## config.mk

```make
export PLATFORM = sky130hd
export DESIGN_NAME = mem_arbiter_n
export DESIGN_NICKNAME = d
export VERILOG_FILES = /design/src/rtl/mem_arbiter_n.sv
export SDC_FILE = /design/constraint.sdc
export NUM_CORES = 1
export LEC_CHECK = 0
export CAP_MARGIN = 0
export CORE_AREA = 3 3 79 81
export CTS_BUF_LIST = sky130_fd_sc_hd__clkbuf_4 sky130_fd_sc_hd__clkbuf_8
export CTS_CLUSTER_SIZE = 8
export DETAILED_ROUTE_END_ITERATION = 6
export DIE_AREA = 0 0 82 84
export PLACE_DENSITY = 0.76
export SETUP_SLACK_MARGIN = 0.3
export SLEW_MARGIN = 10
export SYNTH_ARGS = -nofsm -noshare
export SYNTH_HDL_FRONTEND = slang
export SYNTH_SLANG_ARGS = --single-unit
```

## constraint.sdc

```tcl
create_clock -name clk_i -period 1.6 [get_ports clk_i]
set_clock_uncertainty 0.05 [all_clocks]
set_input_delay 0.24 -clock clk_i [delete_from_list [all_inputs] [get_ports clk_i]]
set_output_delay 0.24 -clock clk_i [all_outputs]
set_load 0.02 [all_outputs]
```

## src/rtl/mem_arbiter_n.sv

```systemverilog
// mem_arbiter_n: N-channel main-memory arbiter. Grants one requesting channel
// at a time, routes its address/store data/write enable to memory and returns
// mem_ready only to that channel. Fixed-priority or round-robin selection, with
// a per-channel lock to keep the grant across the words of a line fill.
module mem_arbiter_n #(
    parameter int NCH = 2,   // requesting channels (2..8)
    parameter int AW  = 32,  // address width
    parameter int DW  = 32,  // store data width
    parameter int RR  = 0    // 0: fixed priority (ch0 highest), 1: round-robin
) (
    input  logic              clk_i,
    input  logic              clr_i,
    input  logic [NCH-1:0]    req_i,
    input  logic [NCH-1:0]    wr_i,
    input  logic [NCH-1:0]    lock_i,
    input  logic [NCH*AW-1:0] addr_i,
    input  logic [NCH*DW-1:0] wdata_i,
    output logic [NCH-1:0]    ready_o,
    output logic [NCH-1:0]    gnt_o,
    output logic [AW-1:0]     mem_a_o,
    output logic [DW-1:0]     mem_st_data_o,
    output logic              mem_access_o,
    output logic              mem_write_o,
    input  logic              mem_ready_i,
    output logic              busy_o
);
    localparam int CW = (NCH > 1) ? $clog2(NCH) : 1;

    typedef enum logic {IDLE, BUSY} state_t;

    state_t         state_q;
    logic [NCH-1:0] gnt_q;
    logic [CW-1:0]  ptr_q;   // last released channel; RR scan starts above it

    logic [NCH-1:0] gnt_d;   // one-hot winner if a grant is taken this cycle
    logic [CW-1:0]  win_idx;
    logic [CW-1:0]  gidx;
    logic           sel_req, sel_lock, sel_wr;
    logic           rel_d;   // granted channel gives up the grant this cycle

    // Pick the winner among current requesters
    always_comb begin
        int idx;
        win_idx = '0;
        idx     = 0;
        if (RR != 0) begin
            // Descending scan so the closest channel above ptr is assigned last
            for (int k = NCH; k >= 1; k--) begin
                idx = (int'(ptr_q) + k) % NCH;
                if (req_i[idx[CW-1:0]]) win_idx = idx[CW-1:0];
            end
        end else begin
            for (int c = NCH - 1; c >= 0; c--) begin
                if (req_i[c]) win_idx = CW'(c);
            end
        end
        gnt_d          = '0;
        gnt_d[win_idx] = 1'b1;
    end

    // Select the granted channel's controls and its index (for the RR pointer)
    always_comb begin
        gidx     = '0;
        sel_req  = |(gnt_q & req_i);
        sel_lock = |(gnt_q & lock_i);
        sel_wr   = |(gnt_q & wr_i);
        for (int c = 0; c < NCH; c++) begin
            if (gnt_q[c]) gidx = CW'(c);
        end
        // Release on a word without lock, or when the request is abandoned
        // before memory answers
        rel_d = (mem_ready_i && !sel_lock) || (!mem_ready_i && !sel_req);
    end

    // Arbitration FSM: grant on a request in IDLE, release on done/abort
    always_ff @(posedge clk_i) begin
        if (clr_i) begin
            state_q <= IDLE;
            gnt_q   <= '0;
            ptr_q   <= CW'(NCH - 1);
        end else begin
            case (state_q)
                IDLE: begin
                    if (|req_i) begin
                        state_q <= BUSY;
                        gnt_q   <= gnt_d;
                    end
                end
                BUSY: begin
                    if (rel_d) begin
                        state_q <= IDLE;
                        gnt_q   <= '0;
                        ptr_q   <= gidx;
                    end
                end
                default: begin
                    state_q <= IDLE;
                    gnt_q   <= '0;
                end
            endcase
        end
    end

    // Route the granted channel onto the memory bus; all zero while idle
    always_comb begin
        mem_a_o       = '0;
        mem_st_data_o = '0;
        mem_access_o  = 1'b0;
        mem_write_o   = 1'b0;
        if (state_q == BUSY) begin
            for (int c = 0; c < NCH; c++) begin
                if (gnt_q[c]) begin
                    mem_a_o       = addr_i[c*AW +: AW];
                    mem_st_data_o = wdata_i[c*DW +: DW];
                end
            end
            mem_access_o = sel_req;
            mem_write_o  = sel_wr & sel_req;
        end
    end

    // Per-channel ready: only the granted channel sees mem_ready, never in reset
    for (genvar c = 0; c < NCH; c++) begin : g_rdy
        assign ready_o[c] = (state_q == BUSY) & gnt_q[c] & mem_ready_i & ~clr_i;
    end

    assign gnt_o  = gnt_q;
    assign busy_o = (state_q == BUSY);

endmodule

```

==> results.sh, run 1 <==
export IMPL_htreeDepth=1
export IMPL_drv_slew=0
export IMPL_ys_seq_area_share_pct=6.358
export IMPL_power_density_mw_per_mm2=314.3
export IMPL_clk_pin_slew_ps=30
export IMPL_vias=2002
export IMPL_hpwl_um=6509
export IMPL_syn_avg_cell_area_um2=8.434
export IMPL_fin_crit_ps=1693
export IMPL_core_area_mm2=0.005540
export IMPL_power_switching_uw=418.2
export IMPL_ys_warn_count=0
export IMPL_hold_path_class="primary input to register"
export IMPL_cp_cell_sequence="nand2_4, nor2_4, buf_6, buf_6, buf_16, a22o_4, buf_6"
export IMPL_finalWorstSetupSlack_ps=-92.73
export IMPL_io_pins=208
export IMPL_finalHoldViolCount=0
export IMPL_ys_types=23
export IMPL_numCtsBuffers=3
export IMPL_crit_slowest_cell="dfxtp_4"
export IMPL_worst_r2r_setup_slack_ps=360
export IMPL_grt_antenna_before_repair=0
export IMPL_routed_wl_um=8681
export IMPL_outcome="finished with violations"
export IMPL_routedWlPerCell_um=20.77
export IMPL_die_area_mm2=0.006888
export IMPL_antenna_left=0
export IMPL_swShare_pct=31.49
export IMPL_slowest_delay_ps=340
export IMPL_grt_total_usage_pct=23.43
export IMPL_drt_iter0_drc=57
export IMPL_fin_nets=484
export IMPL_cp_arrival_ps=1400
export IMPL_overflow=0
export IMPL_start_kind="register"
export IMPL_p_int_uw=910.1
export IMPL_fmax_mhz=590.8
export IMPL_numClockSinks=3
export IMPL_mostFrequentLayoutCells="132 x clkdlybuf4s50_1, 77 x buf_6, 60 x a22o_4"
export IMPL_p_leak_uw=0.001987
export IMPL_netlist_area_um2=944.7
export IMPL_clockPowerShare_pct=18.2
export IMPL_clockBufferDepth=2
export IMPL_instances_no_fill=418
export IMPL_gp_congestion=0.8387
export IMPL_endpoint_kind="primary output"
export IMPL_setup_tns_ps=-3841
export IMPL_grt_pass1_vias=2125
export IMPL_die_height_um=84
export IMPL_multi_input_area_mm2=0.001295
export IMPL_final_fill_count=388
export IMPL_num_rows=27
export IMPL_maxCapViolCount=0
export IMPL_n_antenna_cell=0
export IMPL_ctsRootBufferMaster="clkbuf_8"
export IMPL_syn_inst=112
export IMPL_pwr_share_comb_pct=75.2
export IMPL_critPathMaxFanout=6
export IMPL_seq_area_um2=71.32
export IMPL_post_route_drc_count=0
export IMPL_insertion_delay_ps=220
export IMPL_grt_pass1_wl_um=12300
export IMPL_crit_required_ps=1310
export IMPL_initial_core_util_pct=17.05
export IMPL_dr_pass1_iters=4
export IMPL_fin_crit_sh_pct=105.8
export IMPL_grt_max_degree=23
export IMPL_rsz0062_at_grt="true"
export IMPL_max_vdd_ir_drop_uv=333.4
export IMPL_io_buffers=207
export IMPL_synth_seq_cells=3
export IMPL_whs_ps=403.7
export IMPL_fp_dieW_um=82
export IMPL_p_seq_share_pct=6.7
export IMPL_cts_tree="done"
export IMPL_drive_above_1_share_pct=54.05
export IMPL_final_common_cell="clkdlybuf4s50_1"
export IMPL_relSlewSlack_pct=82.04
export IMPL_syn_num_nets=249
export IMPL_vias_per_cell=4.789
export IMPL_worst_pin_slew_ps=269.4
export IMPL_critical_path_class="register to primary output"
export IMPL_area_growth_pct=347.4
export IMPL_dp_cells=392
export IMPL_setup_viol=64
export IMPL_cpMostUsedCell="buf_6"
export IMPL_violations="setup timing"
power by group through the flow:
stage	combinational, uW	clock (uW)	sequential [uW]
5_1_grt	1050	253	90.1
2_1_floorplan	324	0	94.5
3_3_place_gp	865	0	88.0
3_5_place_dp	876	0	88.3
6_report	998	241	88.9
4_1_cts	981	248	88.9
stage by stage:
stage	power [uW]	util [%]	worst slack (ps)	cell area (um2)
after CTS	1318	74.73	-99.22	4140
after detailed placement	963.9	66.73	-450.3	3697
after floorplan	418.0	-	140.2	1525
after global routing	1393	76.29	-127.4	4227
final	1328	76.29	-92.73	4227
after global placement	952.9	66.73	-443.0	3697
worst max-delay path, delay by kind of cell, from the launching register on:
kind,cells,cell delay (ps)
buffers and inverters,4,500
flip-flops,1,340
AO/OA/AOI/OAI,1,210
AND/OR/NAND/NOR,2,130
repair_timing:
| item | 4_1_cts | 5_1_grt |
|---|---|---|
| resized for setup | 441 | 9 |
| setup buffers | 12 | 1 |
| pin swaps | 6 | 6 |
| cloned | 6 | 3 |
| hold buffers | 0 | 0 |
| endpoints found under the setup margin | 71 | 71 |
cell type report:
class	count	share of cell area, %
clock buffer	4	1.155
timing repair buffer	246	64.21
multi-input combinational	91	30.64
tap	72	2.131
inverter	2	0.1776
sequential	3	1.687
registers in the layout (all words and copies together) (netlist names):
| register | count |
|---|---|
| gnt_o | 2 |
| busy_o | 1 |
synthesized netlist by cell type:
cell type | count | area [um2]
nor2b_1 | 2 | 12.51
a211o_1 | 1 | 8.760
buf_6 | 8 | 90.09
dfxtp_1 | 3 | 60.06
nand2_1 | 2 | 7.510
a21oi_1 | 1 | 5.000
nand2b_1 | 1 | 6.260
nor2_1 | 2 | 7.510
a22oi_1 | 1 | 7.510
and2_4 | 1 | 8.760
a21o_1 | 1 | 7.510
o21ai_0 | 3 | 15.01
nand4_1 | 1 | 6.260
a211oi_1 | 1 | 7.510
nor2_4 | 1 | 11.26
nand3_1 | 3 | 15.01
buf_2 | 2 | 10.01
and2_1 | 1 | 6.260
a31oi_1 | 2 | 12.51
inv_1 | 2 | 7.510
a22o_1 | 66 | 578.1
a31o_2 | 1 | 8.760
buf_4 | 6 | 45.04
final timing paths:
check | cells past startpoint | end | from
worst max-delay path | 7 | mem_st_data_o[25] | gnt_o[0]$_SDFFE_PP0P_
worst min-delay path | 3 | gnt_o[0]$_SDFFE_PP0P_ | clr_i
worst max register to register | 6 | gnt_o[0]$_SDFFE_PP0P_ | gnt_o[0]$_SDFFE_PP0P_
worst min register to register | 2 | gnt_o[1]$_SDFFE_PP0P_ | busy_o$_SDFF_PP0_
routing by layer:
metal	track usage (%)	part of all wire, %
met5	0	0
met2	43.94	54
met4	5.740	2.5
met1	24.71	34
met3	6.803	9.2
logic make-up after synthesis:
group                  after synthesis  share of synthesized area (%)
AOI/OAI and AO/OA                   77                          68.87
buffers and inverters               18                          16.16
DFF                                  3                          6.358
and+or+nand+nor                     14                          8.611
Power figures use the tool's default switching activity.
==> run 2, diff against run 1 <==
--- a/config.mk
+++ b/config.mk
@@ -6,12 +6,15 @@
 export NUM_CORES = 1
 export LEC_CHECK = 0
 export CAP_MARGIN = 0
-export CORE_AREA = 3 3 79 81
+export CELL_PAD_IN_SITES_DETAIL_PLACEMENT = 0
+export CELL_PAD_IN_SITES_GLOBAL_PLACEMENT = 1
+export CORE_ASPECT_RATIO = 1.2
+export CORE_MARGIN = 3
+export CORE_UTILIZATION = 10
 export CTS_BUF_LIST = sky130_fd_sc_hd__clkbuf_4 sky130_fd_sc_hd__clkbuf_8
 export CTS_CLUSTER_SIZE = 8
 export DETAILED_ROUTE_END_ITERATION = 6
-export DIE_AREA = 0 0 82 84
-export PLACE_DENSITY = 0.76
+export PLACE_DENSITY_LB_ADDON = 0.1
 export SETUP_SLACK_MARGIN = 0.3
 export SLEW_MARGIN = 10
 export SYNTH_ARGS = -nofsm -noshare
==> run 2 against run 1 <==
  * The flow still finishes with violations (setup timing)
  * Power up 6.6%
  * Sequential share of layout area down 0.15 points
  * Non-clock buffer count up 19
  * Maximum frequency down 8.0%
  * First-iteration DRC count down 37%
  * Combinational power up 8%
  * Flip-flop and latch count unchanged
  * Critical path depth up 1
  * Routed wire length up 5.1%
  * Design area up 9.8%
  * Critical endpoint is now mem_a_o[25]
  * Largest power group unchanged
  * Highest routed layer unchanged
==> results.sh, run 2 (synthesis results as in run 1) <==
export IMPL_outcome="finished with violations"
export IMPL_violations="setup timing"
export IMPL_clockBufferDepth=2
export IMPL_die_area_mm2=0.01065
export IMPL_grt_max_degree=21
export IMPL_max_vdd_ir_drop_uv=312.6
export IMPL_hold_path_class="primary input to register"
export IMPL_dr_pass1_iters=3
export IMPL_grt_antenna_before_repair=0
export IMPL_rsz0062_at_grt="true"
export IMPL_gp_congestion=0.8050
export IMPL_num_rows=38
export IMPL_clk_pin_slew_ps=30
export IMPL_io_buffers=207
export IMPL_p_total_uw=1416
export IMPL_finalHoldViolCount=0
export IMPL_fin_nets=503
export IMPL_overflow=0
export IMPL_fp_dieW_um=94.73
export IMPL_routedWlPerCell_um=18.81
export IMPL_power_density_mw_per_mm2=305.1
export IMPL_p_leak_uw=0.002131
export IMPL_utilization_pct=50.85
export IMPL_crit_required_ps=1310
export IMPL_drt_iter0_drc=36
export IMPL_largest_register_ffs=2
export IMPL_area_growth_pct=391.4
export IMPL_antenna_left=0
export IMPL_insertion_delay_ps=220
export IMPL_cp_arrival_ps=1550
export IMPL_setup_viol=61
export IMPL_maxCapViolCount=0
export IMPL_vias_per_cell=4.313
export IMPL_drive_above_1_share_pct=58.08
export IMPL_ctsRootBufferMaster="clkbuf_8"
export IMPL_cts_hold_buf=0
export IMPL_start_kind="register"
export IMPL_critPathMaxFanout=5
export IMPL_numCtsBuffers=3
export IMPL_drv_slew=0
export IMPL_final_common_cell="clkdlybuf4s50_1"
export IMPL_critical_path_class="register to primary output"
export IMPL_placed_cell_area_mm2=0.003750
export IMPL_instances_no_fill=485
export IMPL_design_area_mm2=0.004642
export IMPL_die_height_um=112.5
export IMPL_fin_crit_ps=1841
export IMPL_fin_crit_sh_pct=115.1
export IMPL_dp_cells=439
export IMPL_post_route_drc_count=0
export IMPL_routed_wl_um=9124
export IMPL_grt_pass1_wl_um=13040
export IMPL_grt_pass1_vias=2244
export IMPL_grt_total_usage_pct=15.90
export IMPL_endpoint_kind="primary output"
export IMPL_relSlewSlack_pct=82.16
export IMPL_core_area_mm2=0.009129
export IMPL_worst_r2r_setup_slack_ps=100
export IMPL_mostFrequentLayoutCells="133 x clkdlybuf4s50_1, 88 x buf_6, 61 x a22o_4"
export IMPL_worst_pin_slew_ps=267.6
export IMPL_numClockSinks=3
export IMPL_pre_cts_slack_ps=-455.7
export IMPL_finalWorstSetupSlack_ps=-240.9
export IMPL_hpwl_um=6376
export IMPL_io_pins=208
export IMPL_vias=2092
export IMPL_final_fill_count=847
export IMPL_cts_tree="done"
export IMPL_initial_core_util_pct=10.35
export IMPL_n_antenna_cell=0
export IMPL_fmax_mhz=543.2
export IMPL_htreeDepth=1
[run 2: path summary, 6_finish.rpt]
path                                             from               endpoint  depth (start not counted)
worst min-delay path                            clr_i      busy_o$_SDFF_PP0_                          3
worst max-delay path            gnt_o[0]$_SDFFE_PP0P_            mem_a_o[25]                          8
worst min register to register      busy_o$_SDFF_PP0_  gnt_o[1]$_SDFFE_PP0P_                          3
worst max register to register  gnt_o[0]$_SDFFE_PP0P_  gnt_o[1]$_SDFFE_PP0P_                          8
[run 2: critical path: stages (launching register included)]
cell     delay, ps
dfxtp_4        350
nand2_4         80
nor2_4          50
buf_6          120
buf_6          110
buf_12         140
buf_16         140
a22o_4         220
buf_6          130
[run 2: per-stage QoR]
step / hold WS (ps) / TNS [ps]
6_report: 405.0 / -9583
5_1_grt: 406.2 / -11760
4_1_cts: 384.2 / -8880
3_5_place_dp: 535.9 / -19980
3_3_place_gp: 541.6 / -20110
2_1_floorplan: 249.7 / 0
[run 2: area by class of cell]
class	instances	area [um2]	share of cell area [%]
clock buffers	4	48.80	1.051
repair buffers	265	3025	65.18
multi-input cells	91	1339	28.84
inverters	2	7.507	0.1617
flip-flops and latches	3	71.32	1.536
well taps	120	150.1	3.235
[run 2: routing by layer]
metal | vias to the layer above | share of wire, % | GRT usage, %
li1 | 989 | - | -
met1 | 980 | 35 | 17.14
met2 | 113 | 55 | 31.04
met3 | 10 | 8.7 | 3.284
met4 | 0 | 1.3 | 3.176
met5 | - | 0 | 0
[run 2: repair_timing]
item | in CTS | in global routing
pin swaps | 10 | 13
resized for setup | 433 | 39
cloned | 8 | 4
setup buffers | 22 | 8
endpoints found under the setup margin | 71 | 73
[run 2: power breakdown]
part	internal (uW)	switching (uW)	total [uW]
clock network	187	55.1	242
logic	703	381	1080
registers	81.2	8.19	89.4
total	972	445	1420
==> run 3, diff against run 2 <==
==> constraint.sdc (replaced) <==
create_clock -name clk_i -period 2 [get_ports clk_i]
set_clock_uncertainty 0.05 [all_clocks]
set_input_delay 0.3 -clock clk_i [delete_from_list [all_inputs] [get_ports clk_i]]
set_output_delay 0.3 -clock clk_i [all_outputs]
set_load 0.02 [all_outputs]
==> run 3 against run 2 <==
  * The run now ends clean
  * Register-to-register slack gained 610 ps
  * First-iteration DRC count grew 47%
  * Critical path depth shrank 1
  * Count of clock-buffer cells in the layout is the same
  * Utilization shrank 13 points
  * Via count shrank 7.9%
  * Worst setup slack gained 490 ps
  * Cell count shrank 5.2%
  * Global-route usage shrank 2.4 points
  * Design area shrank 26%
  * Sequential share of layout area grew 0.39 points
  * Clock power shrank 24%
  * Largest cell class unchanged
==> results.sh, run 3 (synthesis results as in run 1) <==
export IMPL_grt_pass1_vias=1912
export IMPL_drive_above_1_share_pct=33.53
export IMPL_vias_per_cell=4.187
export IMPL_gr_usage_met3_pct=5.027
export IMPL_final_fill_count=946
export IMPL_fin_crit_ps=1755
export IMPL_cp_arrival_ps=1410
export IMPL_worst_r2r_setup_slack_ps=710
export IMPL_n_antenna_cell=0
export IMPL_grt_max_degree=23
export IMPL_p_leak_uw=0.001506
export IMPL_finalWorstSetupSlack_ps=244.7
export IMPL_num_rows=38
export IMPL_endpoint_kind="primary output"
export IMPL_mostFrequentLayoutCells="135 x clkdlybuf4s50_1, 66 x a22o_1, 50 x buf_4"
export IMPL_final_common_cell="clkdlybuf4s50_1"
export IMPL_insertion_delay_ps=210
export IMPL_largest_register_ffs=2
export IMPL_grt_total_usage_pct=13.52
export IMPL_clockBufferDepth=2
export IMPL_post_route_drc_count=0
export IMPL_crit_start="busy_o$_SDFF_PP0_"
export IMPL_finalHoldViolCount=0
export IMPL_core_area_mm2=0.009129
export IMPL_relSlewSlack_pct=81.95
export IMPL_numCtsBuffers=3
export IMPL_ctsRootBufferMaster="clkbuf_8"
export IMPL_overflow=0
export IMPL_fin_crit_sh_pct=87.76
export IMPL_antenna_left=0
export IMPL_cts_hold_buf=0
export IMPL_die_height_um=112.5
export IMPL_numClockSinks=3
export IMPL_setup_tns_ps=0
export IMPL_seq_area_um2=66.31
export IMPL_slowest_delay_ps=320
export IMPL_max_vdd_ir_drop_uv=181.0
export IMPL_io_pins=208
export IMPL_met2_usage_pct=26.81
export IMPL_clk_pin_slew_ps=30
export IMPL_dr_pass1_iters=4
export IMPL_grt_pass1_wl_um=10890
export IMPL_critPathMaxFanout=5
export IMPL_fp_dieW_um=94.73
export IMPL_critical_path_class="register to primary output"
export IMPL_cpMostUsedCell="buf_6"
export IMPL_io_buffers=207
export IMPL_start_kind="register"
export IMPL_initial_core_util_pct=10.35
export IMPL_fmax_mhz=569.7
export IMPL_vias=1926
export IMPL_pre_cts_slack_ps=-207.9
export IMPL_rsz0062_at_grt="true"
export IMPL_worst_pin_slew_ps=270.7
export IMPL_met1_usage_pct=13.08
export IMPL_min_from="req_i[0]"
export IMPL_crit_slowest_cell="dfxtp_2"
export IMPL_cp_cell_sequence="nand2_2, nor2_4, buf_6, buf_12, clkbuf_16, a22o_1, buf_6"
export IMPL_outcome="finished clean"
export IMPL_crit_required_ps=1650
export IMPL_routedWlPerCell_um=18.60
export IMPL_setup_viol=0
export IMPL_htreeDepth=1
export IMPL_multi_input_area_um2=744.5
export IMPL_hold_path_class="primary input to register"
export IMPL_utilization_pct=37.77
export IMPL_drt_iter0_drc=53
export IMPL_worstReg2RegStart="gnt_o[1]$_SDFFE_PP0P_"
export IMPL_grt_antenna_before_repair=0
export IMPL_top_usage_layer="met2"
export IMPL_power_density_mw_per_mm2=265.3
export IMPL_maxCapViolCount=0
export IMPL_cts_tree="done"
export IMPL_routed_wl_um=8554
export IMPL_drv_slew=0
export IMPL_die_area_mm2=0.01065
export IMPL_hpwl_um=6559
export IMPL_fin_nets=478
export IMPL_gp_congestion=0.7280
export IMPL_area_growth_pct=265.0
## run 3: cell types whose count changed in the layout (fill, tap and decap cells not counted), moves of 5 or more
cell	change
buf_2	+7
buf_12	-7
a22o_1	+61
buf_16	-5
a22o_4	-61
buf_4	+37
buf_6	-58
## run 3: power by group
part	leakage, uW	total (uW)	internal, uW	switching (uW)
logic	0.00145	659	427	232
clock network	0.0000262	185	149	35.9
registers	0.0000261	70.7	65.8	4.91
total	0.00151	915	642	273
## run 3: layer usage
| metal | share of wire [%] | vias to the layer above |
|---|---|---|
| met4 | 0.90 | 0 |
| met1 | 32 | 855 |
| met5 | 0 | - |
| li1 | - | 936 |
| met3 | 12 | 6 |
| met2 | 54 | 129 |
## run 3: worst paths after layout
check                                        endpoint  cells after the start
worst max register to register  gnt_o[1]$_SDFFE_PP0P_                      5
worst max-delay path                      mem_a_o[13]                      7
worst min-delay path            gnt_o[1]$_SDFFE_PP0P_                      4
worst min register to register  gnt_o[1]$_SDFFE_PP0P_                      3
## run 3: metrics by stage
step	area, um2	instances	hold slack [ps]	total power (uW)
after floorplan	947.2	112	319.4	264.5
after global placement	3194	441	599.5	687.0
after detailed placement	3194	441	600.8	687.6
after CTS	3276	454	582.9	886.6
after global routing	3448	460	611.4	962.8
final	3448	460	586.2	914.9
## run 3: repair_timing
action,CTS,global route
cloned,3,5
pin swaps,6,9
setup buffers,6,1
gates resized for setup,293,81
endpoints found under the setup margin,68,64
## run 3: layout make-up
cell class / count / share of cell area (%)
clock buffers: 4 / 1.415
inverters: 2 / 0.2177
multi-input cells: 91 / 21.59
flip-flops and latches: 3 / 1.923
well taps: 120 / 4.354
repair buffers: 240 / 70.50
## run 3: critical path, delay by kind of cell, from the launching register on
family          cells  cell delay [ps]
compound gates      1              200
flops               1              320
simple gates        2              140
buf+inv             4              530
